$ cat config.mk
export PLATFORM = sky130hd
export DESIGN_NAME = mem_io_bridge_flat
export DESIGN_NICKNAME = d
export VERILOG_FILES = /design/src/rtl/mem_io_bridge_if.sv /design/src/rtl/mem_io_bridge.sv /design/src/flat_wrapper.sv
export SDC_FILE = /design/constraint.sdc
export NUM_CORES = 1
export LEC_CHECK = 0
export CAP_MARGIN = 20
export CORE_ASPECT_RATIO = 0.8
export CORE_MARGIN = 5
export CORE_UTILIZATION = 42
export CTS_CLUSTER_DIAMETER = 100
export DETAILED_ROUTE_END_ITERATION = 6
export GPL_ROUTABILITY_DRIVEN = 1
export PLACE_DENSITY = 0.81
export SLEW_MARGIN = 15
export SYNTH_ARGS = -nofsm -noshare
export SYNTH_HDL_FRONTEND = slang
export SYNTH_SLANG_ARGS = --single-unit
$ cat constraint.sdc
create_clock -name clock -period 2.9 [get_ports clock]
set_input_delay 0.435 -clock clock [delete_from_list [all_inputs] [get_ports clock]]
set_output_delay 0.435 -clock clock [all_outputs]
set_load 0.01 [all_outputs]
$ cat src/rtl/mem_io_bridge_if.sv
// Bus bundle between the CPU load/store unit, the data memory and the IO channels
// of mem_io_bridge. The bridge side uses the slave modport; the environment uses master.
interface mem_io_bridge_if #(
  parameter int N_IO = 4,
  parameter int IO_W = 24
);
  // Handshake: req is sampled only while the bridge is idle (no back-pressure,
  // no queuing); ready pulses high for exactly one cycle when the access completes.
  logic                   req;
  logic                   rd;
  logic                   wr;
  logic [31:0]            addr;
  logic [31:0]            wdata;
  logic [31:0]            rdata;
  logic                   ready;
  logic [31:0]            dmem_addr;
  logic [31:0]            dmem_wdata;
  logic                   dmem_we;
  logic [31:0]            dmem_rdata;
  logic [N_IO-1:0]        io_cs;
  logic                   io_we;
  logic [N_IO*IO_W-1:0]   io_rdata;
  logic [N_IO*IO_W-1:0]   io_wdata;

  modport slave (
    input  req, rd, wr, addr, wdata, dmem_rdata, io_rdata,
    output rdata, ready, dmem_addr, dmem_wdata, dmem_we, io_cs, io_we, io_wdata
  );

  modport master (
    output req, rd, wr, addr, wdata, dmem_rdata, io_rdata,
    input  rdata, ready, dmem_addr, dmem_wdata, dmem_we, io_cs, io_we, io_wdata
  );
endinterface

$ cat src/rtl/mem_io_bridge.sv
// Routes CPU loads/stores either to data memory or to a 1 KiB window of IO channel
// registers. Optional error pulse output is enabled with `define MEMIO_ERR_EN.
module mem_io_bridge #(
  parameter int          N_IO    = 4,
  parameter int          IO_W    = 24,
  parameter logic [31:0] IO_BASE = 32'hFFFFFC00,
  parameter int          IO_WAIT = 2
) (
  input  logic             clock,
  input  logic             reset_n,
  mem_io_bridge_if.slave   bus,
  output logic [1:0]       dbg_state
`ifdef MEMIO_ERR_EN
  ,
  output logic             err
`endif
);

  typedef enum logic [1:0] {IDLE = 2'd0, MEM = 2'd1, IOW = 2'd2, DONE = 2'd3} state_t;

  localparam int         WAIT_CYC = (IO_WAIT < 1) ? 1 : IO_WAIT;
  localparam logic [3:0] CNT_INIT = 4'(WAIT_CYC - 1);
  localparam logic [4:0] N_IO_L   = 5'(N_IO);

  state_t                state_q, state_d;
  logic [31:0]           addr_q, addr_d;
  logic [31:0]           wdata_q, wdata_d;
  logic                  rd_q, rd_d;
  logic                  wr_q, wr_d;
  logic [3:0]            cnt_q, cnt_d;
  logic [31:0]           rdata_q, rdata_d;
  logic [N_IO*IO_W-1:0]  io_wdata_q, io_wdata_d;

  logic                  dmem_we_c;
  logic [N_IO-1:0]       io_cs_c;
  logic                  io_we_c;
  logic                  ready_c;
  logic [3:0]            ch;
  logic                  do_read;

  assign ch      = addr_q[5:2];
  // Write wins when both intents are set, so a read only happens with wr clear.
  assign do_read = rd_q & ~wr_q;

  always_comb begin
    state_d    = state_q;
    addr_d     = addr_q;
    wdata_d    = wdata_q;
    rd_d       = rd_q;
    wr_d       = wr_q;
    cnt_d      = cnt_q;
    rdata_d    = rdata_q;
    io_wdata_d = io_wdata_q;
    dmem_we_c  = 1'b0;
    io_cs_c    = '0;
    io_we_c    = 1'b0;
    ready_c    = 1'b0;

    case (state_q)
      IDLE: begin
        if (bus.req) begin
          addr_d  = bus.addr;
          wdata_d = bus.wdata;
          rd_d    = bus.rd;
          wr_d    = bus.wr;
          if (bus.addr[31:10] == IO_BASE[31:10]) begin
            state_d = IOW;
            cnt_d   = CNT_INIT;
          end else begin
            state_d = MEM;
          end
        end
      end
      MEM: begin
        dmem_we_c = wr_q;
        state_d   = DONE;
        if (do_read) rdata_d = bus.dmem_rdata;
      end
      IOW: begin
        io_we_c = wr_q;
        // Channels beyond N_IO never match, so they select nothing and read as zero.
        for (int k = 0; k < N_IO; k++) io_cs_c[k] = (ch == 4'(k));
        if (cnt_q == 4'd0) begin
          state_d = DONE;
          if (do_read) begin
            rdata_d = '0;
            for (int k = 0; k < N_IO; k++)
              if (ch == 4'(k)) rdata_d[IO_W-1:0] = bus.io_rdata[k*IO_W +: IO_W];
          end
          if (wr_q) begin
            for (int k = 0; k < N_IO; k++)
              if (ch == 4'(k)) io_wdata_d[k*IO_W +: IO_W] = wdata_q[IO_W-1:0];
          end
        end else begin
          cnt_d = cnt_q - 4'd1;
        end
      end
      DONE: begin
        ready_c = 1'b1;
        state_d = IDLE;
      end
      default: state_d = IDLE;
    endcase
  end

  always_ff @(posedge clock or negedge reset_n) begin
    if (!reset_n) begin
      state_q    <= IDLE;
      addr_q     <= '0;
      wdata_q    <= '0;
      rd_q       <= 1'b0;
      wr_q       <= 1'b0;
      cnt_q      <= '0;
      rdata_q    <= '0;
      io_wdata_q <= '0;
    end else begin
      state_q    <= state_d;
      addr_q     <= addr_d;
      wdata_q    <= wdata_d;
      rd_q       <= rd_d;
      wr_q       <= wr_d;
      cnt_q      <= cnt_d;
      rdata_q    <= rdata_d;
      io_wdata_q <= io_wdata_d;
    end
  end

  assign bus.rdata      = rdata_q;
  assign bus.ready      = ready_c;
  assign bus.dmem_addr  = addr_q;
  assign bus.dmem_wdata = wdata_q;
  assign bus.dmem_we    = dmem_we_c;
  assign bus.io_cs      = io_cs_c;
  assign bus.io_we      = io_we_c;
  assign bus.io_wdata   = io_wdata_q;
  assign dbg_state      = state_q;

`ifdef MEMIO_ERR_EN
  logic err_q, err_d;

  // Error cause is decided when the request is accepted and reported with ready.
  always_comb begin
    err_d = err_q;
    if (state_q == IDLE && bus.req)
      err_d = ((bus.addr[31:10] == IO_BASE[31:10]) && ({1'b0, bus.addr[5:2]} >= N_IO_L))
              || (bus.rd && bus.wr);
  end

  always_ff @(posedge clock or negedge reset_n) begin
    if (!reset_n) err_q <= 1'b0;
    else          err_q <= err_d;
  end

  assign err = ready_c & err_q;
`else
  logic unused_n_io_l;
  assign unused_n_io_l = ^N_IO_L;
`endif

endmodule

$ cat src/flat_wrapper.sv
// flat-port wrapper written by rule: the top's interface ports become plain ports
module mem_io_bridge_flat 
#(
  parameter int          N_IO    = 4,
  parameter int          IO_W    = 24,
  parameter logic [31:0] IO_BASE = 32'hFFFFFC00,
  parameter int          IO_WAIT = 2
)
  (clock, reset_n, dbg_state, bus_req, bus_rd, bus_wr, bus_addr, bus_wdata, bus_dmem_rdata, bus_io_rdata, bus_rdata, bus_ready, bus_dmem_addr, bus_dmem_wdata, bus_dmem_we, bus_io_cs, bus_io_we, bus_io_wdata);
  mem_io_bridge_if #(.N_IO(N_IO), .IO_W(IO_W)) bus_i ();
  input  logic clock;
  input  logic reset_n;
  output logic [1:0] dbg_state;
  input wire logic [$bits(bus_i.req)-1:0] bus_req;
  input wire logic [$bits(bus_i.rd)-1:0] bus_rd;
  input wire logic [$bits(bus_i.wr)-1:0] bus_wr;
  input wire logic [$bits(bus_i.addr)-1:0] bus_addr;
  input wire logic [$bits(bus_i.wdata)-1:0] bus_wdata;
  input wire logic [$bits(bus_i.dmem_rdata)-1:0] bus_dmem_rdata;
  input wire logic [$bits(bus_i.io_rdata)-1:0] bus_io_rdata;
  output wire logic [$bits(bus_i.rdata)-1:0] bus_rdata;
  output wire logic [$bits(bus_i.ready)-1:0] bus_ready;
  output wire logic [$bits(bus_i.dmem_addr)-1:0] bus_dmem_addr;
  output wire logic [$bits(bus_i.dmem_wdata)-1:0] bus_dmem_wdata;
  output wire logic [$bits(bus_i.dmem_we)-1:0] bus_dmem_we;
  output wire logic [$bits(bus_i.io_cs)-1:0] bus_io_cs;
  output wire logic [$bits(bus_i.io_we)-1:0] bus_io_we;
  output wire logic [$bits(bus_i.io_wdata)-1:0] bus_io_wdata;
  assign bus_i.req = bus_req;
  assign bus_i.rd = bus_rd;
  assign bus_i.wr = bus_wr;
  assign bus_i.addr = bus_addr;
  assign bus_i.wdata = bus_wdata;
  assign bus_i.dmem_rdata = bus_dmem_rdata;
  assign bus_i.io_rdata = bus_io_rdata;
  assign bus_rdata = bus_i.rdata;
  assign bus_ready = bus_i.ready;
  assign bus_dmem_addr = bus_i.dmem_addr;
  assign bus_dmem_wdata = bus_i.dmem_wdata;
  assign bus_dmem_we = bus_i.dmem_we;
  assign bus_io_cs = bus_i.io_cs;
  assign bus_io_we = bus_i.io_we;
  assign bus_io_wdata = bus_i.io_wdata;
  mem_io_bridge #(.N_IO(N_IO), .IO_W(IO_W), .IO_BASE(IO_BASE), .IO_WAIT(IO_WAIT)) u_core (.clock(clock), .reset_n(reset_n), .bus(bus_i), .dbg_state(dbg_state));
endmodule
-- After elaboration in Yosys (flattened, before gate mapping)
Index checks and enable logic that the tools add are counted.
- flip-flop bits (word level): 200
- bits of input ports: 197
- output and inout bits: 201
- word-level logic and storage cells: 60
- add/subtract/negate cells: 1
- equal/unequal tests: 13
- mux-type cells: 20
- bitwise gates (word level): 2
- reduce and logical (&&, ||, !) cells: 13
- operators by type and width (operator ; count):
    $mux 24 ; 4
    $mux 32 ; 3
    $pmux 32 s2 ; 1
    $reduce_and 4->1 ; 6
    $eq 22x22->1 const B ; 1
    $mux 4 ; 4
    $eq 4x2->1 const B ; 2
    $logic_not 4->1 ; 2
    $ne 2x1->1 const B ; 4
    $pmux 2 s4 ; 1
    $pmux 4 s2 ; 1
    $mux 2 ; 3
    $eq 2x2->1 const B ; 2
    $eq 4x1->1 const B ; 1
    $ne 2x2->1 const B ; 2
    $reduce_and 2->1 ; 2
    $reduce_bool 2->1 ; 2
    $sub 4x1->4 const B ; 1
    $mux 1 ; 3
    $eq 2x1->1 const B ; 1
    $logic_not 2->1 ; 1
    $and 1x1->1 ; 1
    $not 1->1 ; 1

-- Depth between registers and ports, before layout
- word-level depth: 8
- gate-level depth with buffers: 9

-- Least setup slack after synthesis
No wires, ideal clock.
- path type: register to register
- start point: register u_core.state_q[0], in the netlist u_core.dbg_state[0]
- end point: register u_core.io_wdata_q[10], in the netlist u_core.bus.io_wdata[10]
- arrival time: 2.116 ns
- setup slack: 0.660 ns
- stages on the path, launching flop included: 8
- path buffers: 1
- cells stage by stage: dfrtp_1 > inv_1 > ha_1 > inv_1 > or3_1 > nor4_4 > buf_4 > mux2_2
- cells in the longest elaborated chain, start to end: 2
- ends and longest elaborated chain (element ; line ; text):
    from (decl) ; mem_io_bridge.sv:25 ; state_t state_q, state_d;
    from (signal assigned) ; mem_io_bridge.sv:117 ; state_q <= state_d;
    $eq 2x2->1 ; mem_io_bridge.sv:59 ; case (state_q)
    $reduce_and 4->1 (no line) ; n/a ;
    to (signal assigned) ; mem_io_bridge.sv:124 ; io_wdata_q <= io_wdata_d;
    to (decl) ; mem_io_bridge.sv:32 ; logic [N_IO*IO_W-1:0] io_wdata_q, io_wdata_d;
No other way between the ends.
A chain may end at the register's enable or synchronous reset.

-- Worst setup path in the final report
- start point: register u_core.state_q[0], in the netlist u_core.dbg_state[0]
- end point: register u_core.io_wdata_q[43], in the netlist u_core.bus.io_wdata[43]
The elaborated chain is that of the path after synthesis.

==> results.md <==
* CP Max Fanout at 24
* Yosys warns at 0
* Most common cell after layout, fill and taps aside: clkdlybuf4s50_1
* Slowest Stage Delay on Critical Path at 0.48 ns
* CTS hold repair buffers at 0
* Die width at 170.6 µm
* Final Skew at 0.01883 ns
* Average via count per standard cell at 5.213
* Overall global routing resource usage at 0.2310
* Core Rows at 47
* Synth Cell Area at 8671 µm²
* Fmax at 0.3983 GHz
* Worst Hold Class: input pin to async pin
* DR pass1 iterations at 5
* Ys flop type: dfrtp_1
* Max Cap Viol at 0
* Worst Max-Slew Pin Slew at 0.9937 ns
* Largest net degree at the start of global routing at 77
* Clock Root Buffer: clkbuf_16
* I/O Pins at 398
* Worst Setup Start Kind: register
* Vias in the first global route at 7198
* Tcrit/Tclk final at 0.8657
* Worst EP arrival at 2.82 ns
* Global route overflow at 0
* PortBufs at 397
* Most frequent CP cell: buf_4
* Critical-path cell list: inv_1 > ha_1 > buf_4 > nor3b_4 > nand2_1 > or3_2 > buf_4 > mux2_4
* Vias at 6652
* Clk sink count at 200
* Area Overhead vs Synth at 57.40%
* Worst vdd ir at 0.0005754 V
* CP required at 3.21 ns
* Tmin final at 2.511 ns
* Syn_nets at 794
* Clock latency on the worst-skew pair at 0.43 ns
* Critical Path End Type: register
* Crit path max-delay family: simple AND/OR/NAND/NOR gates
* RSZ-0062 raised after global routing: false
* Core footprint at 20520 µm²
* Fill count at 1520
* Crit Path Class: register to register
* Critical path's slowest cell: or3_2
* Slew Viols, Final at 0
* H-tree Lvls at 4
* Final setup TNS at 0 ns
* PwrDens at 915.8 nW/µm²
* Number of CTS-inserted buffers at 17
* CTS tree: built
* Final hold vios at 0
* Share of cells above drive strength 1 at 0.2455
* Antenna violations before repair at 1
* Final setup fails at 0
* Most frequent cells in the layout: 392 x clkdlybuf4s50_1, 199 x dfrtp_1, 141 x mux2_2, 55 x nor2_1
* DRC viols at 0
* EDFF count, synth at 0
* Detail Placement HPWL at 20880 µm
* Routed WL at 27430 µm
* DRT antenna net count at 0
* #FFs+latches synth at 200
* Die H at 138.5 µm
* Final-stage net count at 1196
* Longest Clk Path Bufs at 2
* Status: finished, final reports clean
* Leakage power total at 5.994 nW
* Rel. slew slack at 0.3375
* Starting density of the core at 0.4225
* Synth Area per Inst at 14.67 µm²
* Crit path buf inv count at 3
* First-pass GRT wire length at 42520 µm
* Die Area at 23640 µm²
* Initial DRC Count at 355
* Post-synth ARST share at 1.000
* Hold slack at 0.02147 ns
* Clock-pin slew on the worst setup and hold paths at 0.09 ns
* Sequential area share after synthesis at 0.5772
* WL per Instance at 21.49 µm
* Mapped Cells at 591
* Yosys cell types at 49
* Placer Congestion at 0.9199
final cells by class:
class | count | area [µm²] | area share
Clock buffer | 18 | 439.2 | 0.03218
Multi-Input combinational cell | 350 | 3466 | 0.2539
Inverter | 7 | 26.28 | 0.001925
Sequential cell | 200 | 5006 | 0.3668
Antenna cell | 1 | 2.502 | 0.0001834
Tap cell | 269 | 336.6 | 0.02466
Clock inverter | 14 | 183.9 | 0.01348
Timing Repair Buffer | 417 | 4188 | 0.3068
final timing paths:
check / start / to / slack (ns) / cells past startpoint
min in group clock: u_core.bus.io_wdata[6]$_DFFE_PN0P_ / u_core.bus.io_wdata[6]$_DFFE_PN0P_ / 0.49 / 1
max in group asynchronous: reset_n / u_core.bus.io_wdata[65]$_DFFE_PN0P_ / 2.12 / 2
max: u_core.dbg_state[0]$_DFFE_PN0P_ / u_core.bus.io_wdata[43]$_DFFE_PN0P_ / 0.39 / 8
min reg2reg: u_core.bus.io_wdata[6]$_DFFE_PN0P_ / u_core.bus.io_wdata[6]$_DFFE_PN0P_ / 0.49 / 1
max reg2reg: u_core.dbg_state[0]$_DFFE_PN0P_ / u_core.bus.io_wdata[43]$_DFFE_PN0P_ / 0.39 / 8
min: reset_n / u_core.bus.io_wdata[73]$_DFFE_PN0P_ / 0.02 / 1
logic make-up after synthesis:
kind of cell | after synthesis | synth area share
AO/OA/AOI/OAI | 60 | 0.05383
adder cells (fa/ha/maj) | 6 | 0.008658
buffers and inverters | 41 | 0.02482
flip-flops | 200 | 0.5772
multiplexers | 186 | 0.2756
AND/OR/NAND/NOR | 98 | 0.05989
metrics by stage:
step	total power, mW	worst slack [ns]	area, µm²	cells	utilization
after floorplan	7.020	0.6597	8671	591	-
after global placement	10.00	0.4767	13000	1242	0.6334
after detailed placement	10.15	0.4182	13000	1242	0.6334
after CTS	12.64	0.03505	13620	1274	0.6638
after global routing	13.23	0.2733	13650	1276	0.6650
final	12.50	0.3894	13650	1276	0.6650
what timing repair did:
item | in CTS | in global routing
resized for setup | 0 | 6
setup buffers | 0 | 1
setup endpoints to repair | 0 | 4
report_power, final:
part | switching, mW | leakage, nW | internal, mW
Sequential | 0.843 | 2.56 | 3.77
Clock | 1.22 | 0.298 | 1.22
Combinational | 2.23 | 3.14 | 3.22
Total | 4.30 | 5.99 | 8.20
cells in the mapped netlist, types with 2 or more instances:
cell      number  area share
nand2_1        6      0.0026
inv_1          7      0.0030
and2_1         6      0.0043
o21ai_0        7      0.0040
clkbuf_1      15      0.0065
buf_4          2      0.0017
nor2b_1        2      0.0014
mux2_4        20       0.035
or3_1          3      0.0022
a31o_2         2      0.0020
a22o_1         8      0.0081
buf_2         11      0.0063
buf_12         2      0.0046
nor3_1         3      0.0017
nand4_1        5      0.0036
ha_1           6      0.0087
o22ai_1        2      0.0014
dfrtp_1      200        0.58
o211ai_1       2      0.0017
nand2b_1       3      0.0022
a31oi_1        7      0.0051
a211o_1        2      0.0020
mux4_2        20       0.052
mux2i_1        4      0.0046
a22oi_1        4      0.0035
mux2_2       141        0.18
a221oi_1      20       0.020
nor2_1        55       0.024
and3_1         3      0.0022
buf_1          3      0.0013
nor3b_4        2      0.0043
worst reg2reg max path: cells and delay by family (launching register included):
kind / cells / cell delay [ns]
buf+inv: 3 / 0.59
mux: 1 / 0.37
fa+ha+maj: 1 / 0.18
simple gates: 3 / 0.84
flops: 1 / 0.43
metal layers:
| metal | vias to the layer above | track usage | wire (µm) |
|---|---|---|---|
| met1 | 3314 | 0.2901 | 10950 |
| met5 | - | 0 | 0 |
| met4 | 0 | 0.07017 | 694 |
| met2 | 307 | 0.3754 | 13260 |
| li1 | 2987 | - | - |
| met3 | 44 | 0.08419 | 2523 |
state kept, by name (all words and copies together), names as in the netlist:
| name | count |
|---|---|
| u_core.bus.dmem_addr | 32 |
| u_core.bus.dmem_wdata | 32 |
| u_core.bus.io_wdata | 96 |
| u_core.bus.rdata | 32 |
| u_core.cnt_q | 4 |
| u_core.dbg_state | 2 |
| u_core.rd_q | 1 |
| u_core.wr_q | 1 |
Power figures use the tool's default switching activity.
